### src/rtl/alu_cmd_engine.sv
// ---------------------------------------------------------------------------
// alu_cmd_engine
//
// Single-issue command engine in front of the 8-bit / 4-bit-opcode ALU
// function set. It accepts one 16-bit instruction at a time and reads both
// operands from an internal register file. It evaluates the op, writes the
// result back to rd, and returns result, carry and rd on a response channel.
//
// Instruction word:
//   [15:12] ctrl (opcode)   [11:9] rd   [8:6] rs1   [5:3] rs2   [2:0] reserved
//   ctrl = 4'hF (LOADI): [7:0] is the immediate written to rd.
//
// Ports:
//   clk        in   single clock, rising edge
//   reset      in   synchronous, active-high
//   in_valid   in   instruction valid
//   in_ready   out  engine idle and able to accept an instruction
//   in_inst    in   16-bit instruction word
//   out_valid  out  response valid (held until out_ready)
//   out_ready  in   consumer accepts the response
//   out_data   out  result written to rd
//   out_carry  out  carry (ADD) / borrow (SUB), 0 for all other ops
//   out_rd     out  destination register index of the result
//   busy       out  high whenever the engine is not IDLE
//   out_zero   out  result == 0 (only when ALU_ZERO_FLAG_EN is defined)
//
// Build option: define ALU_ZERO_FLAG_EN to add the out_zero flag.
// ---------------------------------------------------------------------------
`timescale 1ns/1ps

module alu_cmd_engine #(
   parameter int DW   = 8,
   parameter int NREG = 8   // index width is fixed at 3 bits
) (
   input  logic          clk,
   input  logic          reset,
   input  logic          in_valid,
   output logic          in_ready,
   input  logic [15:0]   in_inst,
   output logic          out_valid,
   input  logic          out_ready,
   output logic [DW-1:0] out_data,
   output logic          out_carry,
   output logic [2:0]    out_rd,
   output logic          busy
`ifdef ALU_ZERO_FLAG_EN
   ,
   output logic          out_zero
`endif
);

   typedef enum logic [1:0] {
      IDLE,
      READ,
      EXEC,
      RESP
   } state_e;

   typedef enum logic [3:0] {
      OP_ADD   = 4'd0,
      OP_SUB   = 4'd1,
      OP_AND   = 4'd2,
      OP_OR    = 4'd3,
      OP_NOT   = 4'd4,
      OP_XOR   = 4'd5,
      OP_NOR   = 4'd6,
      OP_SLL   = 4'd7,
      OP_SRL   = 4'd8,
      OP_SRA   = 4'd9,
      OP_RL    = 4'd10,
      OP_RR    = 4'd11,
      OP_EQ    = 4'd12,
      OP_LOADI = 4'd15
   } op_e;

   state_e        state_q, state_d;
   logic [15:0]   inst_q;
   logic [DW-1:0] op_a_q, op_b_q;
   logic [DW-1:0] rf_q [NREG];
   logic [DW-1:0] out_data_q;
   logic          out_carry_q;
   logic [2:0]    out_rd_q;
   logic [DW:0]   alu_res_d;     // {carry, result}
   logic          accept;

   op_e        op;
   logic [2:0] rd_w, rs1_w, rs2_w;

   assign op    = op_e'(inst_q[15:12]);
   assign rd_w  = inst_q[11:9];
   assign rs1_w = inst_q[8:6];
   assign rs2_w = inst_q[5:3];

   // ---------------------------------------------------------------------
   // FSM state register
   // ---------------------------------------------------------------------
   // NOTE: state is updated with non-blocking assignments so every flop in
   // the design samples its inputs from the same pre-edge values.
   always_ff @(posedge clk) begin
      if (reset) begin
         state_q <= IDLE;
      end else begin
         state_q <= state_d;
      end
   end

   // ---------------------------------------------------------------------
   // FSM next state and handshake outputs
   // ---------------------------------------------------------------------
   // NOTE: every output of this block gets a default first, so no path
   // leaves a signal unassigned and no latch is inferred.
   always_comb begin
      state_d   = state_q;
      in_ready  = 1'b0;
      out_valid = 1'b0;
      busy      = 1'b1;
      unique case (state_q)
         IDLE: begin
            in_ready = 1'b1;
            busy     = 1'b0;
            if (in_valid) state_d = READ;
         end
         READ: state_d = EXEC;
         EXEC: state_d = RESP;
         RESP: begin
            out_valid = 1'b1;
            if (out_ready) state_d = IDLE;
         end
         default: state_d = IDLE;
      endcase
   end

   assign accept = in_valid && in_ready;

   // ---------------------------------------------------------------------
   // ALU: bit DW carries the ADD carry / SUB borrow; every other op
   // leaves it 0 by construction.
   // ---------------------------------------------------------------------
   always_comb begin
      alu_res_d = '0;
      case (op)
         OP_ADD:   alu_res_d = {1'b0, op_a_q} + {1'b0, op_b_q};
         OP_SUB:   alu_res_d = {1'b0, op_a_q} - {1'b0, op_b_q};
         OP_AND:   alu_res_d = {1'b0, op_a_q & op_b_q};
         OP_OR:    alu_res_d = {1'b0, op_a_q | op_b_q};
         OP_NOT:   alu_res_d = {1'b0, ~op_a_q};
         OP_XOR:   alu_res_d = {1'b0, op_a_q ^ op_b_q};
         OP_NOR:   alu_res_d = {1'b0, ~(op_a_q | op_b_q)};
         OP_SLL:   alu_res_d = {1'b0, op_a_q[DW-2:0], 1'b0};
         OP_SRL:   alu_res_d = {2'b00, op_a_q[DW-1:1]};
         OP_SRA:   alu_res_d = {1'b0, op_a_q[DW-1], op_a_q[DW-1:1]};
         OP_RL:    alu_res_d = {1'b0, op_a_q[DW-2:0], op_a_q[DW-1]};
         OP_RR:    alu_res_d = {1'b0, op_a_q[0], op_a_q[DW-1:1]};
         OP_EQ:    alu_res_d = (DW+1)'(op_a_q == op_b_q);
         OP_LOADI: alu_res_d = (DW+1)'(inst_q[7:0]);
         default:  alu_res_d = '0;   // opcodes 13 and 14 return 0
      endcase
   end

   // ---------------------------------------------------------------------
   // Datapath: instruction latch, operand fetch, writeback, response regs
   // ---------------------------------------------------------------------
   // NOTE: the register file sits in flops and is cleared by reset, since a
   // read of a never-written register must return 0. A reset in EXEC
   // therefore also discards the pending writeback.
   always_ff @(posedge clk) begin
      if (reset) begin
         inst_q      <= '0;
         op_a_q      <= '0;
         op_b_q      <= '0;
         out_data_q  <= '0;
         out_carry_q <= 1'b0;
         out_rd_q    <= '0;
         for (int i = 0; i < NREG; i++) rf_q[i] <= '0;
      end else begin
         if (accept) inst_q <= in_inst;
         if (state_q == READ) begin
            // rd == rs is fine: sources are captured here, before EXEC writes
            op_a_q <= rf_q[rs1_w];
            op_b_q <= rf_q[rs2_w];
         end
         if (state_q == EXEC) begin
            rf_q[rd_w]  <= alu_res_d[DW-1:0];
            out_data_q  <= alu_res_d[DW-1:0];
            out_carry_q <= alu_res_d[DW];
            out_rd_q    <= rd_w;
         end
      end
   end

   assign out_data  = out_data_q;
   assign out_carry = out_carry_q;
   assign out_rd    = out_rd_q;

`ifdef ALU_ZERO_FLAG_EN
   // For EQ the result is 0 exactly when x != y, so the flag falls out of the
   // same compare.
   logic out_zero_q;

   always_ff @(posedge clk) begin
      if (reset) begin
         out_zero_q <= 1'b0;
      end else if (state_q == EXEC) begin
         out_zero_q <= (alu_res_d[DW-1:0] == '0);
      end
   end

   assign out_zero = out_zero_q;
`endif

endmodule

### config.mk
export PLATFORM = sky130hd
export DESIGN_NAME = alu_cmd_engine
export DESIGN_NICKNAME = d
export VERILOG_FILES = /design/src/rtl/alu_cmd_engine.sv
export SDC_FILE = /design/constraint.sdc
export NUM_CORES = 1
export LEC_CHECK = 0
export CAP_MARGIN = 5
export CORE_MARGIN = 3
export CORE_UTILIZATION = 45
export DETAILED_ROUTE_END_ITERATION = 10
export PLACE_DENSITY = 0.72
export SYNTH_ARGS = -nofsm -noshare
export SYNTH_HDL_FRONTEND = slang
export SYNTH_SLANG_ARGS = --single-unit
### constraint.sdc
create_clock -name clk -period 7.6 [get_ports clk]
set_clock_uncertainty 0.05 [all_clocks]
set_input_delay 0.76 -clock clk [delete_from_list [all_inputs] [get_ports clk]]
set_output_delay 0.76 -clock clk [all_outputs]
set_load 0.05 [all_outputs]
# After elaboration in Yosys (flattened, before gate mapping)
# Memory sizes are Yosys's and may differ from the RTL's. A register that Yosys moved wholly into a read port is not among the register bits.
# Cells that the tools add are included.
[word_totals]
reg_bits = 30
mem_bits_rw = 64
input_bits = 20
output_inout_bits = 15
wordCells = 52
n_memories = 1
[memory_table]
columns = ["name", "depth", "word_bits", "read_ports", "rd_ports_with_merged_regs", "wr", "line", "rtl"]
rows = [
  ["rf_q", 8, 8, 2, 2, 8, "79", "logic [DW-1:0] rf_q [NREG];"],
]
[op_classes]
add_sub_neg = 2
eq_ne = 19
n_mux = 15
n_bitwise = 5
reduce_logical = 5
[op_table]
columns = ["op", "n"]
rows = [
  ["$pmux W9 S14", 1],
  ["$eq A4 B4 Y1 const B", 6],
  ["$eq A4 B3 Y1 const B", 4],
  ["$not A8 Y8", 2],
  ["$add A8 B8 Y9", 1],
  ["$mux W1", 9],
  ["$sub A8 B8 Y9", 1],
  ["$and A8 B8 Y8", 1],
  ["$eq A4 B2 Y1 const B", 2],
  ["$eq A8 B8 Y1", 1],
  ["$mux W8", 1],
  ["$or A8 B8 Y8", 1],
  ["$pmux W2 S4", 1],
  ["$reduce_or A8 Y1", 1],
  ["$xor A8 B8 Y8", 1],
  ["$eq A2 B2 Y1 const B", 2],
  ["$eq A4 B1 Y1 const B", 1],
  ["$logic_not A4 Y1", 1],
  ["$mux W2", 2],
  ["$ne A2 B2 Y1 const B", 2],
  ["$mux W3", 1],
  ["$eq A2 B1 Y1 const B", 1],
  ["$logic_not A2 Y1", 1],
  ["$reduce_and A2 Y1", 1],
  ["$logic_and A1 B1 Y1", 1],
]

# Logic depth before layout (Yosys ltp)
[logic_depth]
depth_word = 6
depth_mapped = 9

# Worst setup path after synthesis
# No wires, ideal clock.
[synth_path]
path_type = "register -> register"
start = "register op_a_q[2], read port of rf_q"
end = "memory rf_q[0][7], data pin"
arrival_ns = 2.085
t_required_ns = 7.272
path_slack_ns = 5.187
stages_incl_launch_ff = 9
n_path_buf = 1
synth_period_minus_slack_ns = 2.413
path_cell_list = "dfxtp_1 inv_1 ha_1 buf_2 a21oi_1 a211o_1 and3_1 nor4_2 nor3_1"
[synth_lines]
columns = ["item", "line", "rtl"]
rows = [
  ["start, declared", "78", "logic [DW-1:0] op_a_q, op_b_q;"],
  ["end, declared", "79", ""],
]

==> results.md <==
* Post-synth top flop: edfxtp_1
* Ant. Diodes at 0
* RSZ-0062 raised after global routing: no
* Postcts setup bufs at 0
* Yosys warns at 0
* TritonCTS clock tree: done
* Share of cells above drive strength 1 at 0.123
* Top cell type's share of synthesized area at 0.284
* Max Root-Sink Buffers at 2
* Initial antenna violation count at 0
* Area grow syn2layout at 10.5%
* Number of detailed-route iterations in the first pass at 6
* Row Count at 44
* Syn_area_per_cell at 10.5 um2
* Die X at 129 um
* RePlAce Congestion at 0.937
* Clock Latency Late Sink at 0.35 ns
* Worst VDD drop at 0.300 mV
* Total grt overflow at 0
* Number of buffers created by CTS at 9
* Final hold slack at between 0.4 and 0.5 ns
* Final Worst Setup Slack at 4.39 ns
* Most frequent cell after synthesis: nor2_1
* Via count at 5295
* Clk root buf: clkbuf_16
* DR iter-0 viols at 618
* Register area share after synthesis at 0.421
* Final net count at 702
* Top cells by count, synth: 75 x nor2_1, 64 x edfxtp_1, 54 x a21oi_1
* Minimum clock period at around 3.2 ns
* Netlist cell types at just over 70
* Hold buffer count at cts at 0
* Cell Area, Placed at 7190 um2
* GRT Total Usage at 0.230
* Number of vias per cell at 6.30
* Cells after Synth at approximately 650
* Synth area leader: edfxtp_1
* Critical Path AT at 3.21 ns
* Lkg Pwr at 2.52 nW
* DRC Markers at 0
* Crit path top cell by count: nor3_1
* Setup_tns at 0 ns
* Largest net degree at the start of global routing at 60
* Routed wire length at 18.7 mm
* Run status: completed
* Pwr/cell area at 373 nW/um2
* Die Ht at 129 um
* Fin area at 7470 um2
* Reg2Reg Setup Slack at 4.39 ns
* Buffers on Ports at 34
* Worst Path Max Fanout at 9
* Core Footprint at 14600 um2
* Final Hold Vio Count at 0
* Vias in the first global route at 5168
* Final clock period utilization by the worst path at 0.422
* Worst Tran Pin Value at 1.28 ns
* Sink Count at 110
* Initial Util at 0.463
* Crit path buf inv count at 1
* Max stage delay on crit path at 0.99 ns
* Storage cell area at ~2800 um2
* CTS resizes at 0
* Crit path cell chain: inv_1, ha_1, fa_1, nor3_1, nor3_1, xor2_1, a222oi_1, a21oi_1
* Hold WC Path Type: register to register
* Maxcap violations at 0
* CP Launch Type: register
* Synth Cell Area at about 6800 um2
* Routed len/inst at 22.2 um
* Mapped Nets at between 600 and 700
* Pre-CTS setup slack at 4.46 ns
* FILL cells at 1300
* Setup Viol. Count Final at 0
* EDFF count, synth at 64
* H-tree Lvls at 3
* Io pins at 35
* Critical path class: register to register
* Slew Viols, Final at 0
* Achievable Freq at 312 MHz
* DRT antenna net count at 0
* Slowest CP cell: a222oi_1
* Required time worst endpoint at about 7.6 ns
* Seq cells post-synth at 110
* Clk pin slew, worst setup/hold paths at roughly 0.07 ns
* First-pass GRT wire length at 29.1 mm
* Slew HR at 0.146
* Top post-synthesis cells by area: edfxtp_1 28%, dfxtp_1 14%, mux4_2 11%
* Synth async-reset ratio at 0
* Hpwl dp at 13.1 mm
* CP endpoint kind: register
* CP delay by family, top: compound AO/OA/AOI/OAI gates
* Multi-input gate area at 3600 um2
* Total Die Area at 16500 um2
==> where the power goes <==
part / leakage [nW] / internal, mW / switching (mW)
clock network: 0.140 / 0.235 / 0.221
registers: 1.04 / 0.728 / 0.120
logic: 1.34 / 0.528 / 0.954
total: 2.52 / 1.49 / 1.30
==> final cells by class <==
cell class,count,area share
multi-input cells,460,0.482
clock inverters,5,0.00536
well taps,184,0.0308
flip-flops and latches,110,0.381
clock buffers,11,0.0325
repair buffers,44,0.0549
inverters,27,0.0136
==> placed cells by master (no fill, tap or decap), types with 6 or more instances in the layout <==
master / instances
a211oi_1: 21
nor3_1: 18
mux4_2: 32
mux2i_1: 24
nand3_1: 14
nand2_1: 44
inv_1: 26
a221o_1: 6
buf_4: 10
ha_1: 28
edfxtp_1: 64
nor2_1: 75
clkdlybuf4s50_1: 33
a21oi_1: 54
clkbuf_16: 9
nand2b_1: 17
nand4_1: 6
nor2b_1: 11
dfxtp_1: 46
o21ai_0: 16
==> tightest hold or removal path, cell delays in order, from the launching register on <==
cell and delay [ns]:
dfxtp_1 0.31, nand2_1 0.05, a21oi_1 0.05
==> metrics by stage <==
stage	total power [mW]	cells	util
after floorplan	1.91	645	-
after global placement	2.28	825	0.493
after detailed placement	2.30	825	0.493
after CTS	2.77	841	0.512
after global routing	2.95	841	0.512
final	2.79	841	0.512
==> routing by layer <==
metal	vias to the layer above	routed length [um]	track usage	part of all wire
met5	-	0	0	0
met4	0	365	0.0636	0.020
met3	32	1220	0.0436	0.066
met2	223	9080	0.378	0.49
met1	2602	8000	0.314	0.43
li1	2438	-	-	-
==> flip-flops by register name, indices dropped and copies added (netlist names) <==
register   cells
inst_q        16
op_a_q         8
op_b_q         8
out_carry      1
out_data       8
out_rd         3
rf_q          64
state_q        2
==> final timing paths <==
path | endpoint | from | cells after the start
max | rf_q[2][4]$_SDFFCE_PN0P_ | op_a_q[0]$_SDFFE_PP0N_ | 8
min | inst_q[0]$_SDFFE_PP0P_ | inst_q[0]$_SDFFE_PP0P_ | 2
max reg2reg | rf_q[2][4]$_SDFFCE_PN0P_ | op_a_q[0]$_SDFFE_PP0N_ | 8
min reg2reg | inst_q[0]$_SDFFE_PP0P_ | inst_q[0]$_SDFFE_PP0P_ | 2
==> kinds of logic after synthesis <==
family / share of synthesized area
AO/OA/AOI/OAI: 0.167
XOR/XNOR: 0.00389
adder cells (fa/ha/maj): 0.0578
buffers and inverters: 0.0463
flip-flops: 0.421
multiplexers: 0.146
AND/OR/NAND/NOR: 0.159
No activity file was read; power rests on OpenSTA's default activity.
==> RTL edit (config.mk and constraints unchanged) <==
The 4 states of `state_e` get a Gray code encoding in 2 bits.
--- a/src/rtl/alu_cmd_engine.sv
+++ b/src/rtl/alu_cmd_engine.sv
@@ -52,6 +52,6 @@
    typedef enum logic [1:0] {
-      IDLE,
-      READ,
-      EXEC,
-      RESP
+      IDLE = 2'b00,
+      READ = 2'b01,
+      EXEC = 2'b11,
+      RESP = 2'b10
    } state_e;
Check against the original RTL: same outputs for any inputs over 4 cycles, from zero or initial values and one cycle with reset high; so few cycles prove little.
==> RTL edit against the unedited design <==
Final area down 2.8%. Synthesized area fell by 3.1%. Die area is 3.0% lower. Sequential cell count stayed put. Fmax rose by 4.9%. Worst setup slack improved by 150 ps. Wire length fell by 11%. Core utilization is 0.51 points higher. Sequential share of layout area rose by 1.1 points. Critical path type unchanged. Count of clock-buffer cells in the layout increased by 1. Non-clock buffer count down 3. Largest cell class unchanged.
Power is not compared: it rests on default switching activity, and its combinational part moved more than twofold at a synthesized area within 25%.
==> RTL edit: results (changes against the unedited design) <==
Synth area leaders edfxtp_1 29%, dfxtp_1 14%, mux4_2 11%, nor2_1 5.6%, ha_1 4.6%; Worst R2R Start op_a_q[1]$_SDFFE_PP0P_; max incr delay on CP 570 ps (-420 ps); Data arrival, critical path 3100 ps (-110 ps); Post-CTS Setup Inserts 0 (unchanged); nets@finish 694 (-1.1%); post-synth cell types 65 (-9.7%); count of filler cells inserted in the layout 1,225 (-5.8%); drt first pass iters 5 (-1); Avg WL per Cell 20.0 um (-9.8%); GP Congestion 0.870 (-7.1%); post-DP HPWL 12,100 um (-8.0%); met2 routed WL 8480 um (-6.6%); largest net degree at the start of global routing 51 (-15%); Peak supply drop 157 uV; post-place instance area 6940 um2 (-3.5%); CP max-delay cell a211oi_2; max_slew headroom 0.229 (+0.0830); met1 Use GR 0.283 (-0.0318); first-pass GRT wire length 26,500 um (-8.9%); total wire length 16,700 um (-11%); crit-path max FO 7 (-2); wl on met1 7130 um (-11%); share of cells above drive strength 1 0.115 (-0.00843); met2 usage 0.362 (-0.0152); Post-synth EDFFs 64 (unchanged); Placed Cells 817 (-0.97%); Post-Place Setup Slack 4230 ps (-238 ps); status complete, no violations; Worst-Skew Late Latency 350 ps (about the same); met3 wire len 835 um (-32%); hold wc startpoint out_data[1]$_SDFFE_PP0P_; GRT Util Overall 0.210 (-0.0197); Synth top cells by count 98 x nor2_1, 76 x nand2_1, 64 x edfxtp_1, 46 x dfxtp_1, 38 x a21oi_1; via count 5,058 (-4.5%); drt initial violations 563 (-8.9%); vias in the first global route 4,813 (-6.9%); YS warnings 0 (unchanged); met3 Usage GRT 0.0223 (-0.0213)
[RTL edit: changes by cell type in the layout (fill, tap and decap cells not counted), moves of 5 or more]
cell | unedited run | this run
nand4_1 | 6 | 0
nor2b_1 | 11 | 5
nor3_1 | 18 | 11
nor3b_1 | 5 | 0
o22ai_1 | 1 | 9
o21ai_0 | 16 | 7
nor2_1 | 75 | 98
nand2_1 | 44 | 76
nand3b_1 | 5 | 0
o21bai_1 | 0 | 7
a21oi_1 | 54 | 38
nand2b_1 | 17 | 12
[RTL edit: worst reg2reg max path, stage by stage, from the launching register on]
cell and delay (ps):
dfxtp_1 560, inv_1 170, ha_1 390, o21bai_1 90
a21oi_1 380, o221ai_1 220, a211oi_2 570, or2_1 310
nor2_1 70
[RTL edit: cells by family after synthesis]
logic type / share of synthesized area
mux: 0.142
fa+ha+maj: 0.0520
flops: 0.434
xor+xnor: 0.00401
buf+inv: 0.0507
simple gates: 0.170
compound gates: 0.147
[RTL edit: path summary, 6_finish.rpt]
check | end | slack (ps) | cells after the start
max | rf_q[3][3]$_SDFFCE_PN0P_ | 4540 | 8
max reg2reg | rf_q[3][3]$_SDFFCE_PN0P_ | 4540 | 8
min reg2reg | out_data[1]$_SDFFE_PP0P_ | 400 | 2
min | out_data[1]$_SDFFE_PP0P_ | 400 | 2
[RTL edit: report_power, final]
part           internal [mW]  switching (mW)  total, mW
combinational          0.127           0.198      0.324
clock                  0.294           0.210      0.504
sequential             0.657          0.0369      0.694
[RTL edit: area by class of cell]
type | count | area (um2) | share of cell area
Inverter | 27 | 101 | 0.0140
Sequential cell | 110 | 2840 | 0.391
Clock buffer | 12 | 278 | 0.0382
Tap cell | 180 | 225 | 0.0310
Timing Repair Buffer | 41 | 393 | 0.0541
Multi-Input combinational cell | 459 | 3370 | 0.465
Clock inverter | 4 | 48.8 | 0.00672
